--- config.mk ---
export PLATFORM = sky130hd
export DESIGN_NAME = neuron_mac_seq_flat
export DESIGN_NICKNAME = d
export VERILOG_FILES = /design/src/rtl/neuron_mac_seq_if.sv /design/src/rtl/neuron_mac_seq.sv /design/src/flat_wrapper.sv
export SDC_FILE = /design/constraint.sdc
export NUM_CORES = 1
export LEC_CHECK = 0
export CAP_MARGIN = 15
export CORE_MARGIN = 2
export CORE_UTILIZATION = 40
export CTS_CLUSTER_DIAMETER = 30
export CTS_CLUSTER_SIZE = 40
export DETAILED_ROUTE_END_ITERATION = 10
export GPL_TIMING_DRIVEN = 1
export HOLD_SLACK_MARGIN = 0.08
export PLACE_DENSITY_LB_ADDON = 0.08
export SETUP_SLACK_MARGIN = 0.2
export SYNTH_ARGS = -nofsm -noshare
export SYNTH_HDL_FRONTEND = slang
export SYNTH_SLANG_ARGS = --single-unit
--- constraint.sdc ---
create_clock -name clk -period 11.34 [get_ports clk]
set_clock_uncertainty 0.15 [all_clocks]
set_input_delay 2.835 -clock clk [delete_from_list [all_inputs] [get_ports clk]]
set_output_delay 2.835 -clock clk [all_outputs]
set_load 0.01 [all_outputs]
--- src/rtl/neuron_mac_seq_if.sv ---
// Handshake bundle for neuron_mac_seq: beat input side (activations, weights,
// bias) and result output side. The DUT takes the slave modport.
interface neuron_mac_seq_if #(
  parameter int IN_W  = 5,
  parameter int W_W   = 5,
  parameter int LANES = 4,
  parameter int OUT_W = 12
);
  logic                   in_valid;
  logic                   in_ready;
  logic [LANES*IN_W-1:0]  in_data;
  logic [LANES*W_W-1:0]   w_data;
  logic [OUT_W-1:0]       bias;
  logic                   out_valid;
  logic                   out_ready;
  logic [OUT_W-1:0]       result;
  logic                   busy;

  modport slave (
    input  in_valid, in_data, w_data, bias, out_ready,
    output in_ready, out_valid, result, busy
  );

  modport master (
    output in_valid, in_data, w_data, bias, out_ready,
    input  in_ready, out_valid, result, busy
  );
endinterface

--- src/rtl/neuron_mac_seq.sv ---
// Time-multiplexed neuron MAC: BEATS beats of LANES products plus bias, saturated to OUT_W.
// Optional macro NEURON_MAC_RELU_EN clamps negative results to zero after saturation.
module neuron_mac_seq #(
  parameter int IN_W  = 5,
  parameter int W_W   = 5,
  parameter int LANES = 4,
  parameter int BEATS = 4,
  parameter int ACC_W = 16,
  parameter int OUT_W = 12
) (
  input logic             clk,
  input logic             rst,
  neuron_mac_seq_if.slave bus
);

  localparam int PROD_W = IN_W + W_W;
  localparam int CNT_W  = (BEATS > 1) ? $clog2(BEATS) : 1;
  localparam logic [CNT_W-1:0] LAST_BEAT = CNT_W'(BEATS - 1);
  localparam logic signed [ACC_W-1:0] SAT_MAX = {{(ACC_W-OUT_W+1){1'b0}}, {(OUT_W-1){1'b1}}};
  localparam logic signed [ACC_W-1:0] SAT_MIN = {{(ACC_W-OUT_W+1){1'b1}}, {(OUT_W-1){1'b0}}};

  typedef enum logic [1:0] {ACCUM, DRAIN, ROUND, HOLD} state_t;

  state_t                    state_q, state_d;
  logic [CNT_W-1:0]          beat_cnt_q, beat_cnt_d;
  logic                      in_ready_q, in_ready_d;
  logic                      out_valid_q, out_valid_d;
  logic                      busy_q, busy_d;
  logic signed [OUT_W-1:0]   result_q, result_d;

  logic signed [PROD_W-1:0]  prod_p1_q [LANES];
  logic signed [PROD_W-1:0]  prod_p1_d [LANES];
  logic                      first_p1_q, first_p1_d;
  logic signed [ACC_W-1:0]   bias_p1_q, bias_p1_d;
  logic                      vld_p1_q, vld_p1_d;
  logic signed [ACC_W-1:0]   acc_p2_q, acc_p2_d;
  logic signed [ACC_W-1:0]   lane_sum;
  logic                      accept;

  function automatic logic signed [OUT_W-1:0] finalize(input logic signed [ACC_W-1:0] v);
    logic signed [OUT_W-1:0] s;
    if (v > SAT_MAX)      s = SAT_MAX[OUT_W-1:0];
    else if (v < SAT_MIN) s = SAT_MIN[OUT_W-1:0];
    else                  s = v[OUT_W-1:0];
`ifdef NEURON_MAC_RELU_EN
    if (s[OUT_W-1]) s = '0;
`else
`endif
    return s;
  endfunction

  assign accept = bus.in_valid && in_ready_q;

  always_comb begin
    state_d     = state_q;
    beat_cnt_d  = beat_cnt_q;
    out_valid_d = out_valid_q;
    result_d    = result_q;
    case (state_q)
      ACCUM: begin
        if (accept) begin
          if (beat_cnt_q == LAST_BEAT) begin
            beat_cnt_d = '0;
            state_d    = DRAIN;
          end else begin
            beat_cnt_d = beat_cnt_q + CNT_W'(1);
          end
        end
      end
      DRAIN: state_d = ROUND;
      ROUND: begin
        result_d    = finalize(acc_p2_q);
        out_valid_d = 1'b1;
        state_d     = HOLD;
      end
      HOLD: begin
        if (bus.out_ready) begin
          out_valid_d = 1'b0;
          state_d     = ACCUM;
        end
      end
      default: state_d = ACCUM;
    endcase
    in_ready_d = (state_d == ACCUM);
    busy_d     = !((state_d == ACCUM) && (beat_cnt_d == '0));
  end

  // Stage p1: per-lane products, first-beat flag and extended bias
  always_comb begin
    vld_p1_d   = accept;
    first_p1_d = first_p1_q;
    bias_p1_d  = bias_p1_q;
    for (int i = 0; i < LANES; i++) prod_p1_d[i] = prod_p1_q[i];
    if (accept) begin
      first_p1_d = (beat_cnt_q == '0);
      bias_p1_d  = ACC_W'($signed(bus.bias));
      for (int i = 0; i < LANES; i++) begin
        prod_p1_d[i] = PROD_W'($signed(bus.in_data[i*IN_W +: IN_W]))
                     * PROD_W'($signed(bus.w_data[i*W_W +: W_W]));
      end
    end
  end

  // Stage p2: accumulate; the first beat of a neuron reloads from bias
  always_comb begin
    lane_sum = '0;
    for (int i = 0; i < LANES; i++) lane_sum = lane_sum + ACC_W'(prod_p1_q[i]);
    acc_p2_d = acc_p2_q;
    if (vld_p1_q) acc_p2_d = (first_p1_q ? bias_p1_q : acc_p2_q) + lane_sum;
  end

  always_ff @(posedge clk) begin
    if (rst) begin
      state_q     <= ACCUM;
      beat_cnt_q  <= '0;
      in_ready_q  <= 1'b1;
      out_valid_q <= 1'b0;
      busy_q      <= 1'b0;
      result_q    <= '0;
      vld_p1_q    <= 1'b0;
      acc_p2_q    <= '0;
    end else begin
      state_q     <= state_d;
      beat_cnt_q  <= beat_cnt_d;
      in_ready_q  <= in_ready_d;
      out_valid_q <= out_valid_d;
      busy_q      <= busy_d;
      result_q    <= result_d;
      vld_p1_q    <= vld_p1_d;
      acc_p2_q    <= acc_p2_d;
    end
  end

  always_ff @(posedge clk) begin
    first_p1_q <= first_p1_d;
    bias_p1_q  <= bias_p1_d;
    for (int i = 0; i < LANES; i++) prod_p1_q[i] <= prod_p1_d[i];
  end

  assign bus.in_ready  = in_ready_q;
  assign bus.out_valid = out_valid_q;
  assign bus.result    = result_q;
  assign bus.busy      = busy_q;

endmodule

--- src/flat_wrapper.sv ---
// flat-port wrapper written by rule: the top's interface ports become plain ports
module neuron_mac_seq_flat 
#(
  parameter int IN_W  = 5,
  parameter int W_W   = 5,
  parameter int LANES = 4,
  parameter int BEATS = 4,
  parameter int ACC_W = 16,
  parameter int OUT_W = 12
)
  (clk, rst, bus_in_valid, bus_in_data, bus_w_data, bus_bias, bus_out_ready, bus_in_ready, bus_out_valid, bus_result, bus_busy);
  neuron_mac_seq_if #(.IN_W(IN_W), .W_W(W_W), .LANES(LANES), .OUT_W(OUT_W)) bus_i ();
  input logic clk;
  input logic rst;
  input wire logic [$bits(bus_i.in_valid)-1:0] bus_in_valid;
  input wire logic [$bits(bus_i.in_data)-1:0] bus_in_data;
  input wire logic [$bits(bus_i.w_data)-1:0] bus_w_data;
  input wire logic [$bits(bus_i.bias)-1:0] bus_bias;
  input wire logic [$bits(bus_i.out_ready)-1:0] bus_out_ready;
  output wire logic [$bits(bus_i.in_ready)-1:0] bus_in_ready;
  output wire logic [$bits(bus_i.out_valid)-1:0] bus_out_valid;
  output wire logic [$bits(bus_i.result)-1:0] bus_result;
  output wire logic [$bits(bus_i.busy)-1:0] bus_busy;
  assign bus_i.in_valid = bus_in_valid;
  assign bus_i.in_data = bus_in_data;
  assign bus_i.w_data = bus_w_data;
  assign bus_i.bias = bus_bias;
  assign bus_i.out_ready = bus_out_ready;
  assign bus_in_ready = bus_i.in_ready;
  assign bus_out_valid = bus_i.out_valid;
  assign bus_result = bus_i.result;
  assign bus_busy = bus_i.busy;
  neuron_mac_seq #(.IN_W(IN_W), .W_W(W_W), .LANES(LANES), .BEATS(BEATS), .ACC_W(ACC_W), .OUT_W(OUT_W)) u_core (.clk(clk), .rst(rst), .bus(bus_i));
endmodule
==> impl_metrics.yaml <==
logic_synthesis:
  syn_nets: 1067
  synth-async-reset-ratio_pct: 0
  ys_ff_latch: 89
  synth.area.top_cells: "fa_1 (22%), edfxtp_1 (19%), ha_1 (13%), dfxtp_1 (8.5%), inv_1 (6.8%)"
  synth_warnings: 0
  synth_edf_count: 53
  synthDistinctLibCells: 53
  netlist_area_um2: 8438
  netlist.area_leader.share_pct: 21.59
  yosysSeqAreaShare_pct: 27.40
  avgSynthCellArea_um2: 10.17
  yosysTopAreaCell: "fa_1"
  synth_cells: 830
  synth-main-ff-cell: "edfxtp_1"
drt:
  wl_met3_um: 441
  routed-wl-met2_um: 7626
  drc_errors: 0
  vias: 5614
  drt-met1-wl_um: 6842
  antenna_left: 0
  dr.max_layer_used: "met4"
  first_pass_iters: 4
  viasPerCell: 4.750
  routed_wl_um: 15300
  wl_per_cell_um: 12.94
  drtIter0Drc: 164
global_routing:
  antenna_found_initial: 0
  grt_pass1_wl_um: 26970
  grt_remaining_overflow: 0
  grt_pass1_vias: 5917
  grt_usage_pct: 14.98
  grt_max_degree: 39
clock_network:
  clk_pin_slew_ns: 0.07
  cts_resized: 0
  htreeDepth: 3
  clockBufferDepth: 2
  cts_setup_buffers: 0
  cts_tree: "done"
  numCtsBuffers: 9
  cts.root.buffer_cell: "clkbuf_16"
  cts-hold-fix-buffers: 0
  clk_latency_ns: 0.35
  cts.sinks: 89
layout:
  fill_cells: 2007
  drive_gt1_share_pct: 3.418
  fin_nets: 1139
  area_growth_pct: 15.76
  antenna_cells: 0
setup_path:
  cp_max_fo: 4
  timing.rr.end: "u_core.acc_p2_q[15]$_SDFFE_PP0P_"
  r2r_cells: 18
  worst-endpoint-arrival_ns: 6.32
  critical_path_class: "input port to flip-flop"
  r2r_slack_ns: 6.13
  start_kind: "input port"
  worstPathRequired_ns: 11.29
  end_kind: "flip-flop"
  rr_startpoint: "u_core.prod_p1_q[1][2]$_DFFE_PP_"
min_path:
  hold_start: "u_core.bus.result[2]$_SDFFE_PP0P_"
  min_path_cells: 2
  hold_path_class: "flip-flop to flip-flop"
  min_to: "u_core.bus.result[2]$_SDFFE_PP0P_"
sta:
  rsz0062_at_grt: "no"
  hold_viol: 0
  slew_viol_final: 0
  worst_pin_slew_ns: 0.9748
  setup_viol: 0
  hold_slack_ns: 0.2998
  period_share_pct: 56.19
  fin_crit_ns: 6.372
  fmax_mhz: 156.9
  finalSetupTns_ns: 0
  maxSlewHeadroom_pct: 34.92
die:
  core_area_um2: 20890
  start_util_pct: 40.40
  die-area_um2: 22270
  dieWidth_um: 149.2
  pin_count: 71
  die_y_um: 149.2
  rows: 53
flow_run:
  maxCapViolations: 0
placed_design:
  hpwl_um: 12880
  port_buffers: 70
  gp_congestion: 0.8195
run_status:
  status: "complete, no violations"
synthesized netlist by cell type, types with 3 or more instances:
library cell / number
nand2b_1: 22
xnor2_1: 44
nor2_1: 33
o21ai_0: 23
ha_1: 90
nand2_1: 53
mux2i_1: 25
edfxtp_1: 53
dfxtp_1: 36
a211oi_1: 5
o21bai_1: 13
inv_1: 152
fa_1: 91
a21o_1: 14
a21oi_1: 48
o22ai_1: 3
xor2_1: 18
and2_1: 48
nor3_1: 3
o21a_1: 4
clkbuf_1: 8
and3_1: 3
cells by family after synthesis:
family,synth area share (%)
xor gates and xnor gates,6.702
adders and majority gates,34.93
muxes,3.099
AOI/OAI and AO/OA,9.905
buffers and inverters,7.325
DFF,27.40
and+or+nand+nor,10.63
final cells by class:
cell class,count,area [µm²],area share [%]
Multi-Input combinational cell,577,5508,56.39
Sequential cell,89,2312,23.67
Timing Repair Buffer,73,723.2,7.404
Inverter,152,570.5,5.841
Tap cell,275,344.1,3.522
Clock buffer,12,279.0,2.856
Clock inverter,4,31.28,0.3202
worst max-delay path, stage by stage:
cell	delay, ns
clkdlybuf4s50_1	0.50
inv_1	0.10
nor2_1	0.15
fa_1	0.44
fa_1	0.54
inv_1	0.05
fa_1	0.59
inv_1	0.06
ha_1	0.28
a21o_1	0.17
a21oi_1	0.22
o21bai_1	0.09
a21oi_1	0.19
xnor2_1	0.09
layer usage:
metal	track usage [%]	vias to the layer above
li1	-	2837
met1	18.37	2680
met2	26.89	78
met3	2.294	19
met4	5.000	0
met5	0	-
worst max-delay path by stage:
stage	from	to	slack [ns]
2_1_floorplan	bus_w_data[19]	u_core.prod_p1_q[3][9]$_DFFE_PP_	5.27
3_3_place_gp	bus_w_data[19]	u_core.prod_p1_q[3][8]$_DFFE_PP_	4.68
3_5_place_dp	bus_w_data[19]	u_core.prod_p1_q[3][8]$_DFFE_PP_	4.59
4_1_cts	bus_w_data[19]	u_core.prod_p1_q[3][8]$_DFFE_PP_	4.97
5_1_grt	bus_w_data[19]	u_core.prod_p1_q[3][8]$_DFFE_PP_	4.74
6_report	bus_w_data[19]	u_core.prod_p1_q[3][8]$_DFFE_PP_	4.97
metrics by stage:
step	instance area (µm²)	instances	utilization (%)	setup WS [ns]
CTS	9768	1182	46.76	4.972
global route	9768	1182	46.76	4.740
finish	9768	1182	46.76	4.968
detailed placement	9458	1166	45.28	4.587
floorplan	8438	830	-	5.272
global placement	9458	1166	45.28	4.678
cell usage in the layout (no fill, tap or decap), types with 3 or more instances in the layout:
| cell | Yosys | final |
|---|---|---|
| dfxtp_1 | 36 | 36 |
| o21a_1 | 4 | 4 |
| ha_1 | 90 | 90 |
| nand2b_1 | 22 | 22 |
| o21bai_1 | 13 | 13 |
| nor2_1 | 33 | 33 |
| inv_1 | 152 | 151 |
| fa_1 | 91 | 91 |
| a211oi_1 | 5 | 5 |
| edfxtp_1 | 53 | 53 |
| xor2_1 | 18 | 18 |
| clkbuf_16 | 0 | 11 |
| and2_1 | 48 | 48 |
| o21ai_0 | 23 | 23 |
| xnor2_1 | 44 | 44 |
| buf_4 | 0 | 3 |
| nand2_1 | 53 | 53 |
| clkdlybuf4s50_1 | 0 | 70 |
| a21oi_1 | 48 | 48 |
| and3_1 | 3 | 3 |
| a21o_1 | 14 | 14 |
| mux2i_1 | 25 | 25 |
| nor3_1 | 3 | 3 |
| o22ai_1 | 3 | 3 |
registers in the layout (all words and copies together), names as in the netlist:
signal,count
u_core.bias_p1_q,12
u_core.first_p1_q,1
u_core.bus.result,12
u_core.vld_p1_q,1
u_core.beat_cnt_q,2
u_core.bus.out_valid,1
u_core.acc_p2_q,16
u_core.bus.busy,1
u_core.state_q,2
u_core.prod_p1_q,40
u_core.bus.in_ready,1
Power is left out: the tool's default activity adds up to more than one toggle a clock period on the data nets, which glitch-free logic cannot reach.
